==> src/rtl/sobel_addr_gen.sv <==
// Address sequencer for the Sobel pipeline: raster-order linear scan or
// 3x3 neighbourhood scan of every interior pixel, over a valid/ready port.
module sobel_addr_gen #(
   parameter int IMG_W  = 32,
   parameter int IMG_H  = 32,
   parameter int ADDR_W = 10,
   parameter int CRD_W  = 5
) (
   input  logic              clk,
   input  logic              rst,
   input  logic              start,
   input  logic              mode,
   input  logic              abort,
   output logic              addr_valid,
   input  logic              addr_ready,
   output logic [ADDR_W-1:0] addr,
   output logic [3:0]        tap_idx,
   output logic [CRD_W-1:0]  center_x,
   output logic [CRD_W-1:0]  center_y,
   output logic              win_last,
   output logic              last,
   output logic              busy,
   output logic              done
);

   localparam int AW1 = ADDR_W + 1;
   localparam logic [AW1-1:0]   ROW_STEP  = AW1'(IMG_W);
   localparam logic [AW1-1:0]   COL_ONE   = AW1'(1);
   localparam logic [CRD_W-1:0] CRD_ONE   = CRD_W'(1);
   localparam logic [CRD_W-1:0] X_LIN_MAX = CRD_W'(IMG_W - 1);
   localparam logic [CRD_W-1:0] Y_LIN_MAX = CRD_W'(IMG_H - 1);
   localparam logic [CRD_W-1:0] X_WIN_MAX = CRD_W'(IMG_W - 2);
   localparam logic [CRD_W-1:0] Y_WIN_MAX = CRD_W'(IMG_H - 2);

   typedef enum logic [1:0] {
      IDLE,
      LINEAR,
      WINDOW,
      FIN
   } state_t;

   state_t           state_q, state_d;
   logic [CRD_W-1:0] x_q, x_d;
   logic [CRD_W-1:0] y_q, y_d;
   logic [3:0]       tap_q, tap_d;
   // row_base tracks y*IMG_W; win_row tracks (y+dy)*IMG_W for the current tap
   logic [AW1-1:0]   row_base_q, row_base_d;
   logic [AW1-1:0]   win_row_q, win_row_d;

   logic             fire;
   logic             clr;
   logic             tap_end;
   logic             lin_end;
   logic             win_end;
   logic [AW1-1:0]   col;
   logic [AW1-1:0]   base;

   always_ff @(posedge clk) begin
      if (rst) begin
         state_q    <= IDLE;
         x_q        <= '0;
         y_q        <= '0;
         tap_q      <= '0;
         row_base_q <= '0;
         win_row_q  <= '0;
      end else begin
         state_q    <= state_d;
         x_q        <= x_d;
         y_q        <= y_d;
         tap_q      <= tap_d;
         row_base_q <= row_base_d;
         win_row_q  <= win_row_d;
      end
   end

   assign busy    = (state_q == LINEAR) || (state_q == WINDOW);
   assign fire    = busy && addr_ready;
   assign tap_end = (tap_q == 4'd8);
   assign lin_end = (state_q == LINEAR) && (x_q == X_LIN_MAX) && (y_q == Y_LIN_MAX);
   assign win_end = (state_q == WINDOW) && tap_end && (x_q == X_WIN_MAX) && (y_q == Y_WIN_MAX);

   always_comb begin
      state_d    = state_q;
      x_d        = x_q;
      y_d        = y_q;
      tap_d      = tap_q;
      row_base_d = row_base_q;
      win_row_d  = win_row_q;
      clr        = 1'b0;
      unique case (state_q)
         IDLE: begin
            if (start) begin
               tap_d = '0;
               if (mode) begin
                  state_d    = WINDOW;
                  x_d        = CRD_ONE;
                  y_d        = CRD_ONE;
                  row_base_d = ROW_STEP;
                  win_row_d  = '0;
               end else begin
                  state_d    = LINEAR;
                  x_d        = '0;
                  y_d        = '0;
                  row_base_d = '0;
                  win_row_d  = '0;
               end
            end
         end
         LINEAR: begin
            if (abort) begin
               state_d = IDLE;
               clr     = 1'b1;
            end else if (fire) begin
               if (lin_end) begin
                  state_d = FIN;
                  clr     = 1'b1;
               end else if (x_q == X_LIN_MAX) begin
                  x_d        = '0;
                  y_d        = y_q + CRD_ONE;
                  row_base_d = row_base_q + ROW_STEP;
               end else begin
                  x_d = x_q + CRD_ONE;
               end
            end
         end
         WINDOW: begin
            if (abort) begin
               state_d = IDLE;
               clr     = 1'b1;
            end else if (fire) begin
               if (win_end) begin
                  state_d = FIN;
                  clr     = 1'b1;
               end else if (tap_end) begin
                  tap_d = '0;
                  if (x_q == X_WIN_MAX) begin
                     // the old centre row becomes the top tap row of the next centre row
                     x_d        = CRD_ONE;
                     y_d        = y_q + CRD_ONE;
                     row_base_d = row_base_q + ROW_STEP;
                     win_row_d  = row_base_q;
                  end else begin
                     x_d       = x_q + CRD_ONE;
                     win_row_d = row_base_q - ROW_STEP;
                  end
               end else begin
                  tap_d = tap_q + 4'd1;
                  if (tap_q == 4'd2 || tap_q == 4'd5) begin
                     win_row_d = win_row_q + ROW_STEP;
                  end
               end
            end
         end
         FIN: begin
            state_d = IDLE;
         end
         default: begin
            state_d = IDLE;
         end
      endcase
      if (clr) begin
         x_d        = '0;
         y_d        = '0;
         tap_d      = '0;
         row_base_d = '0;
         win_row_d  = '0;
      end
   end

   always_comb begin
      col = AW1'(x_q);
      if (state_q == WINDOW) begin
         case (tap_q)
            4'd0, 4'd3, 4'd6: col = AW1'(x_q) - COL_ONE;
            4'd2, 4'd5, 4'd8: col = AW1'(x_q) + COL_ONE;
            default:          col = AW1'(x_q);
         endcase
      end
   end

   assign base       = (state_q == WINDOW) ? win_row_q : row_base_q;
   assign addr_valid = busy;
   assign addr       = busy ? ADDR_W'(base + col) : '0;
   assign tap_idx    = (state_q == WINDOW) ? tap_q : 4'd0;
   assign center_x   = busy ? x_q : '0;
   assign center_y   = busy ? y_q : '0;
   assign win_last   = (state_q == WINDOW) && tap_end;
   assign last       = lin_end || win_end;
   assign done       = (state_q == FIN);

endmodule

==> config.mk <==
export PLATFORM = sky130hd
export DESIGN_NAME = sobel_addr_gen
export DESIGN_NICKNAME = d
export VERILOG_FILES = /design/src/rtl/sobel_addr_gen.sv
export SDC_FILE = /design/constraint.sdc
export NUM_CORES = 1
export LEC_CHECK = 0
export BUFFER_PORTS_ARGS = -buffer_cell sky130_fd_sc_hd__buf_2
export CAP_MARGIN = 20
export CELL_PAD_IN_SITES_DETAIL_PLACEMENT = 1
export CELL_PAD_IN_SITES_GLOBAL_PLACEMENT = 2
export CORE_MARGIN = 5
export CORE_UTILIZATION = 27
export CTS_CLUSTER_SIZE = 16
export DETAILED_ROUTE_END_ITERATION = 8
export PLACE_DENSITY = 0.78
export SETUP_SLACK_MARGIN = 0.02
export SYNTH_ARGS = -nofsm -noshare
export SYNTH_HDL_FRONTEND = slang
export SYNTH_SLANG_ARGS = --single-unit
==> constraint.sdc <==
create_clock -name clk -period 3.6 [get_ports clk]
set_clock_uncertainty 0.1 [all_clocks]
set_input_delay 0.18 -clock clk [delete_from_list [all_inputs] [get_ports clk]]
set_output_delay 0.18 -clock clk [all_outputs]
set_load 0.005 [all_outputs]
* After elaboration in Yosys (flattened, before gate mapping) *
Index checks and enable logic that the tools add are counted.

word-level totals
  input port bits = 6
  logic and storage cells = 134
  output and inout bits = 29
  register bits = 38

operators by class
  add/subtract/negate cells = 9
  equal/unequal tests = 27
  mux-type cells = 71
  reductions and logical operators = 21

operators by type and width
  cell                                                count
  2-to-1 mux 11 bit                                   17
  2-to-1 mux 5 bit                                    21
  case mux 11 bit (3 select lines)                    1
  2-to-1 mux 10 bit                                   3
  case mux 5 bit (3 select lines)                     2
  2-to-1 mux 4 bit                                    6
  adder 11 x 6 -> 11 bit, second input constant       2
  case mux 11 bit (2 select lines)                    1
  == test 5 bit, second input constant                4
  case mux 10 bit (2 select lines)                    1
  inequality test 2 bit, second input constant        9
  2-to-1 mux 2 bit                                    8
  inequality test 3 bit, second input constant        5
  AND reduction 11 bit                                1
  subtractor 11 x 6 -> 11 bit, second input constant  1
  adder 10 bit                                        1
  adder 5 x 1 -> 5 bit, second input constant         2
  AND reduction 5 bit                                 2
  AND reduction 9 bit                                 1
  == test 4 x 2 -> 1 bit, second input constant       2
  == test 4 x 3 -> 1 bit, second input constant       2
  case mux 2 bit (4 select lines)                     1
  case mux 4 bit (2 select lines)                     1
  2-to-1 mux 1 bit                                    7
  18 further kinds                                    27

* Longest topological paths before layout *
Gate-level depths: netlist (run 1).

  depth after elaboration = 9
  depth in mapped cells = 13
  gate-level depth less buffers = 13

* Worst setup path before layout (run 1) *
OpenSTA, ideal clock, no wires.

  path kind = register to output
  from = register state_q[0]
  to = output addr[9]
  required time = 3.320 ns
  arrival = 2.914 ns
  path buffers = 3
  setup slack = 0.406 ns
  stages on the path, launching flop included = 13
  path through = dfxtp_1 > inv_1 > ha_1 > buf_2 > clkbuf_1 > clkbuf_1 > and2_1 > ha_1 > a211oi_1 > o211ai_1 > a31o_2 > a21oi_1 > mux2i_1

between the ends
  word-level cells in the longest chain between the ends = 4
  elaborated cells between the ends (all ways) = 7
  classes of those cells = 1 x add/sub; 2 x eq/ne; 3 x mux; 1 x reduce/logical

ends and longest elaborated chain
  what                                  line          text
  start: declaration                    42            state_t state_q, state_d;
  start signal: assignment              67            state_q <= state_d;
  == test 2 bit                         76, 172, 181
  2-to-1 mux 10 bit (on tied branches)  181, 172
  adder 10 bit                          183           assign addr = busy ? ADDR_W'(base + col) : '0;
  2-to-1 mux 10 bit (*)                 183
  end: declaration                      16            output logic [ADDR_W-1:0] addr,

Mark *: on every way between the ends. The rest lies on a longest branch, timed or not.

* Worst setup path in the final report (run 1) *
  from = register tap_q[0]
  to = output addr[9]

between the ends
  word-level cells in the longest chain between the ends = 6
  elaborated cells between the ends (all ways) = 12
  classes of those cells = 1 x add/sub; 5 x eq/ne; 3 x mux; 3 x reduce/logical

ends and longest elaborated chain
  what                                         line  text
  start: declaration                           45    logic [3:0] tap_q, tap_d;
  start signal: assignment                     70    tap_q <= tap_d;
  == test 4 bit, or another cell as far along  173   case (tap_q)
  OR reduction 3 bit                           173
  case mux 10 bit (2 select lines) (*)         173
  2-to-1 mux 10 bit (*)                        172   if (state_q == WINDOW) begin
  adder 10 bit (*)                             183
  2-to-1 mux 10 bit (*)                        183

Marked as above.

==> results of run 1 <==
[cell usage after synthesis (all sizes together), types with 6 or more instances]
cell type / number / share of area
nor3: 8 / 0.018
a21oi: 30 / 0.054
nand3: 18 / 0.032
inv: 15 / 0.020
nand2: 25 / 0.034
and2: 24 / 0.054
o31ai: 8 / 0.022
nand4: 11 / 0.030
dfxtp: 27 / 0.19
nor2b: 9 / 0.020
nor2: 25 / 0.034
clkbuf: 9 / 0.012
ha: 27 / 0.12
o21ai: 27 / 0.050
xnor2: 6 / 0.019
buf: 13 / 0.032
[final cells by class]
| cell class | count | area [sq um] |
|---|---|---|
| clock buffers | 3 | 41.3 |
| repair buffers | 57 | 343 |
| multi-input cells | 300 | 2190 |
| flip-flops and latches | 27 | 548 |
| inverters | 15 | 61.3 |
| clock inverters | 1 | 7.51 |
| well taps | 136 | 170 |
| fillers | 1269 | 6820 |
[state kept, by name (all words and copies together) (netlist names)]
signal      flops
y_q             5
state_q         2
row_base_q      5
win_row_q       6
tap_q           4
x_q             5
[report_power, final]
group	total (W)	switching, W	internal (W)
logic	0.000950	0.000599	0.000351
clock network	0.000191	0.000112	0.0000790
registers	0.000365	0.0000401	0.000325
total	0.00151	0.000751	0.000755
[what timing repair did]
item / CTS / global route
buffers inserted: 4 / 7
resized for setup: 21 / 19
pin swaps: 6 / 15
hold endpoints to repair: 0 / 0
setup endpoints to repair: 5 / 5
[metal layers]
metal / vias up / track usage / wire length [um]
met1: 1430 / 0.181 / 4300
met3: 5 / 0.0120 / 199
met2: 28 / 0.236 / 4330
li1: 1420 / - / -
met4: 0 / 0.0219 / 52
met5: - / 0 / 0
[stage by stage]
stage               TNS, ns  hold slack (ns)  setup slack, ns  cell area (sq um)
CTS                       0          0.00483           0.0331               3240
floorplan                 0            0.149            0.406               2790
global route        -0.0522          0.00634          -0.0452               3370
detailed placement   -0.179            0.317           -0.152               3100
global placement          0            0.313           0.0976               3100
finish                    0          0.00768            0.147               3370
[kinds of logic (layout without fill, tap and decap cells)]
logic type,after synthesis,count (layout),share of synthesized area
buffers and inverters,37,76,0.0646
XOR/XNOR,10,10,0.0314
AND/OR/NAND/NOR,149,149,0.297
adder cells (fa/ha/maj),28,28,0.128
AO/OA/AOI/OAI,106,106,0.259
flip-flops,27,27,0.194
multiplexers,7,7,0.0265
[cells in the final DEF, fill, tap and decap left out, types with 18 or more instances in the layout]
master / count
nand3_1: 18
ha_1: 20
nand2_1: 25
nor2_1: 24
and2_1: 24
o21ai_0: 21
a21oi_1: 27
buf_4: 23
buf_2: 34
dfxtp_1: 25
[worst paths after layout]
| check | start | end | slack, ns | depth (start not counted) |
|---|---|---|---|---|
| max | tap_q[0]$_SDFFE_PP0P_ | addr[9] | 0.15 | 14 |
| min | rst | state_q[1]$_SDFFE_PP0P_ | 0.008 | 2 |
| max reg2reg | state_q[0]$_SDFFE_PP0P_ | x_q[0]$_SDFFE_PP0P_ | 0.63 | 8 |
| min reg2reg | win_row_q[3]$_SDFFE_PP0P_ | win_row_q[3]$_SDFFE_PP0P_ | 0.36 | 2 |
[critical path: cells and delay by family, from the launching register on]
| kind | cells | cell delay [ns] |
|---|---|---|
| muxes | 1 | 0.20 |
| and+or+nand+nor | 3 | 0.53 |
| DFF | 1 | 0.38 |
| buffers and inverters | 2 | 0.22 |
| AOI/OAI and AO/OA | 6 | 1.17 |
| adders and majority gates | 2 | 0.39 |
==> summary.md, run 1 <==
| Metric | Value |
|---|---|
| Status | finished, final reports clean |
| Clock root cell | clkbuf_8 |
| Share of cells above drive strength 1 | 0.248 |
| Die Wd | about 110 um |
| Drc violations | 0 |
| Netlist cell types | 64 |
| Crit share post-route | 0.959 |
| Starting Density | 0.274 |
| DR pass1 iterations | 4 |
| Crit-path cells | inv_4 > ha_4 > nor2b_2 > or3_4 > nand2_1 > o211ai_1 > a22o_1 > ha_4 > a211oi_4 > o211ai_1 > a31o_2 > a21oi_2 > mux2i_1 > buf_2 |
| Sink Count | 27 |
| Critical Path AT | between 3 and 4 ns |
| Worst min path class | in2reg |
| GR Overflow Total | 0 |
| Worst-Skew Late Latency | approximately 0.29 ns |
| Area growth, synth to finish | 20.6% |
| WL per Instance | 16.5 um |
| Synth Flop Type | dfxtp_1 |
| Crit path capture type | output pin |
| Final core occ | 0.330 |
| Post-DP HPWL | about 6.6 mm |
| Inserted Diodes | 0 |
| Cell count after synthesis | about 360 |
| Post-synthesis sequential area ratio | 0.194 |
| Via count | approximately 2,900 |
| Row cnt | 37 |
| Inserted Clock Buffers | 3 |
| Largest net degree at the start of global routing | between 40 and 50 |
| Max-slew violations | 0 |
| ANT nets after route | 0 |
| EDFF count, synth | 0 |
| I/O Pins | 35 |
| Clk slew on worst S/H paths | 0.11 ns |
| DIE AREA | around 12,000 sq um |
| Total Power | ~0.0015 W |
| Worst slew margin | 0.519 |
| Net count after synthesis | slightly below 400 |
| CTS H-tree lvls | 1 |
| Final Non-Filler Cells | 539 |
| Power per cell area | roughly 450 nW/um^2 |
| Max cap viols | 0 |
| First-pass GRT wire length | 14.1 mm |
| Peak supply drop | about 0.25 mV |
| DR vias/cell | 5.35 |
| Global placer's final weighted congestion | 0.786 |
| Vias in the first global route | 2,812 |
| Synthesized flop and latch total | 27 |
| Worst-Margin Slew | about 0.7 ns |
| Setup violations, final | 0 |
| Hold-fix buffers at CTS | 0 |
| RSZ-0062 raised after global routing | true |
| Antenna violations before repair | 0 |
| CTS max path bufs | 2 |
| Number of port buffers | 34 |
| Cell Area, Synth | between 2000 and 3000 sq um |
| Asr flop ratio synth | 0 |
| WL final | between 8 and 9 mm |
| DIE HEIGHT | about 110 um |
| Hold Violations, Final | 0 |
| GRT Util Overall | 0.134 |
| Fmax | a little under 0.3 GHz |
| Synth warn | 0 |
| Crit-path max FO | 4 |
| 1st-iter DRT viols | between 150 and 200 |
| CP startpoint kind | flip-flop |
| CTS tree | yes |
| Crit Path Class | reg2out |
| Final min period | roughly 3.5 ns |
| CP max-delay cell | or3_4 |
| Critical Path RT | roughly 3.3 ns |
| Placed instance count | approximately 520 |
| Crit-path max cell delay | approximately 0.4 ns |
| Leak pwr | between 1 and 1.5 nW |
| Core area | between 10,000 and 15,000 sq um |
| Fin nets | 438 |
| Mapped Avg Cell Area | roughly 7.7 sq um |
Note: power is estimated with default switching activity, not from simulation.
==> inputs of run 2 (changes only) <==
--- a/config.mk
+++ b/config.mk
@@ -9,10 +9,12 @@
 export CAP_MARGIN = 20
 export CELL_PAD_IN_SITES_DETAIL_PLACEMENT = 1
 export CELL_PAD_IN_SITES_GLOBAL_PLACEMENT = 2
+export CORE_ASPECT_RATIO = 0.75
 export CORE_MARGIN = 5
 export CORE_UTILIZATION = 27
 export CTS_CLUSTER_SIZE = 16
 export DETAILED_ROUTE_END_ITERATION = 8
+export GPL_ROUTABILITY_DRIVEN = 1
 export PLACE_DENSITY = 0.78
 export SETUP_SLACK_MARGIN = 0.02
 export SYNTH_ARGS = -nofsm -noshare
==> run 2 against run 1 <==
  * Clock power rose by 40%
  * Core utilization rose by 0.21 points
  * Wire length rose by 4.3%
  * Register-to-register slack improved by 0.14 ns
  * Die area rose by 0.17%
  * Flip-flop and latch count did not move
  * Critical path depth did not move
  * Sequential share of layout area barely moved
  * Worst hold slack improved by 0.019 ns
  * Clock-buffer cell count rose by 1
  * Non-clock buffer count fell by 3
  * First-iteration DRC count fell by 32%
  * Critical path type unchanged
==> summary.md, run 2 (same netlist as run 1, synthesis figures left out) <==
| Metric | Value |
|---|---|
| Reg2Reg Setup Slack | 0.77 ns (+0.14 ns) |
| CP Capture Point | addr[8] |
| Fmax | 0.291 GHz (+0.35%) |
| Die Wd | 127 um (+14%) |
| WL per Instance | 17.3 um (+4.9%) |
| CTS tree | yes |
| Biggest register | win_row_q |
| DIE HEIGHT | 98.0 um (-12%) |
| 1st-iter DRT viols | 107 (-32%) |
| Row cnt | 32 (-14%) |
| Hold Violations, Final | 0 (unchanged) |
| Worst-Margin Slew | 0.735 ns (+0.0151 ns) |
| R2R Path Start | state_q[0]$_SDFFE_PP0P_ |
| Critical Path Start | tap_q[1]$_SDFFE_PP0P_ |
| Setup violations, final | 0 (unchanged) |
| Final min period | 3.44 ns (-0.0119 ns) |
| DR vias/cell | 5.36 (+0.25%) |
| First-pass GRT wire length | 15.1 mm (+6.7%) |
| Fin nets | 435 (-0.68%) |
| Largest net degree at the start of global routing | 47 (+4.4%) |
| Crit share post-route | 0.956 (-0.00331) |
| Total Power | 0.00158 W (+5.0%) |
| Placed instance count | 525 (+0.19%) |
| Max reg flops | 6 (unchanged) |
| RR Endpoint | x_q[3]$_SDFFE_PP0P_ |
| Crit Path Class | reg2out |
| Post-Place Setup Slack | -0.0939 ns (+0.0584 ns) |
| Worst-Skew Late Latency | 0.27 ns (-0.02 ns) |
| GR Overflow Total | 0 (unchanged) |
| Hold WS | 0.0271 ns (+0.0194 ns) |
| Final Non-Filler Cells | 536 (-0.56%) |
| Sink Count | 27 (unchanged) |
| Critical Path RT | 3.32 ns (about the same) |
| Setup TNS | 0 ns (unchanged) |
| CTS H-tree lvls | 1 (unchanged) |
| Crit path capture type | output pin |
| DR pass1 iterations | 4 (unchanged) |
| Hold-fix buffers at CTS | 0 (unchanged) |
| R2R depth | 9 (+1) |
| Inserted Diodes | 0 (unchanged) |
| Antenna violations before repair | 0 (unchanged) |
| Leak pwr | 1.45 nW (about the same) |
| Drc violations | 0 (unchanged) |
| Via count | 2,874 (-0.31%) |
| Most common cell after layout, fill and taps aside | buf_2 |
| CTS max path bufs | 2 (unchanged) |
| DIE AREA | 12,500 sq um (+0.17%) |
| Peak supply drop | 0.250 mV (-1.4%) |
| ANT nets after route | 0 (unchanged) |
| WL final | 9.27 mm (+4.3%) |
| Crit-path max FO | 5 (+1) |
| Core area | 10,200 sq um (+0.25%) |
| Share of cells above drive strength 1 | 0.250 (+0.00186) |
| Setup WS post-layout | 0.159 ns (+0.0119 ns) |
| CP startpoint kind | flip-flop |
| Max cap viols | 0 (unchanged) |
| Critical Path AT | 3.16 ns (about the same) |
| Most frequent cells in the layout | buf_2 (34), a21oi_1 (27), nand2_1 (25), nor2_1 (25), and2_1 (24) |
| Area growth, synth to finish | 21.7% |
| Clock root cell | clkbuf_16 |
| Worst min path class | in2reg |
| Status | finished, final reports clean |
| Clk slew on worst S/H paths | 0.07 ns (-0.04 ns) |
| Vias in the first global route | 2,886 (+2.6%) |
| Power per cell area | 465 nW/um^2 (+4.1%) |
| Global placer's final weighted congestion | 0.840 (+6.8%) |
| I/O Pins | 35 (unchanged) |
| Inserted Clock Buffers | 3 (unchanged) |
| Number of port buffers | 34 (unchanged) |
| Starting Density | 0.273 (-0.000671) |
| GRT Util Overall | 0.143 (+0.00930) |
| Post-DP HPWL | 6.86 mm (+3.6%) |
| Max-slew violations | 0 (unchanged) |
| Worst slew margin | 0.508 (-0.0101) |
run 2: cell types whose count changed in the layout (fill, tap and decap cells not counted), sizes merged:
cell / previous run / this run
clkinvlp: 1 / 0
buf: 57 / 54
clkbuf: 3 / 4
run 2: area by class of cell:
class	instances	area [sq um]
flip-flops and latches	27	553
repair buffers	54	320
fillers	1258	6810
inverters	15	63.8
clock buffers	4	78.8
well taps	136	170
multi-input cells	300	2210
run 2: timing repair:
action	CTS	global route
pin swaps	6	11
setup buffers	5	2
gates resized for setup	15	29
setup endpoints to repair	5	5
endpoints found under the hold margin	0	0
run 2: how the worst min path moves through the flow:
stage,start,to,cells past startpoint
after floorplan,rst,state_q[1]$_SDFFE_PP0P_,1
after global placement,rst,state_q[1]$_SDFFE_PP0P_,2
after detailed placement,rst,state_q[1]$_SDFFE_PP0P_,2
after CTS,rst,state_q[1]$_SDFFE_PP0P_,2
after global routing,rst,state_q[1]$_SDFFE_PP0P_,2
final,rst,state_q[1]$_SDFFE_PP0P_,2
run 2: critical path, cell delays in order (launching register included):
cell      delay, ns
dfxtp_4        0.38
inv_4          0.08
ha_4           0.16
nor3_4         0.05
or3_4          0.39
nand2_1        0.08
o211ai_1       0.08
a22o_1         0.30
fa_2           0.38
a21oi_2        0.18
o21ai_1        0.12
a31oi_1        0.26
o311ai_0       0.17
o41ai_1        0.09
buf_2          0.16
run 2: stage by stage:
stage                     instance area [sq um]   util
after floorplan                            2790      -
after global placement                     3100  0.304
after detailed placement                   3100  0.304
after CTS                                  3270  0.320
after global routing                       3400  0.333
final                                      3400  0.333
run 2: layer usage:
metal	vias to the layer above	track usage	routed length, um
met5	-	0	0
met4	0	0.0157	20
met3	2	0.0186	289
met2	44	0.225	4060
met1	1410	0.215	4890
li1	1418	-	-
run 2: report_power, final:
group          total [W]  internal, W  switching (W)
clock network   0.000267     0.000152       0.000115
logic           0.000946     0.000338       0.000608
registers       0.000368     0.000326      0.0000419
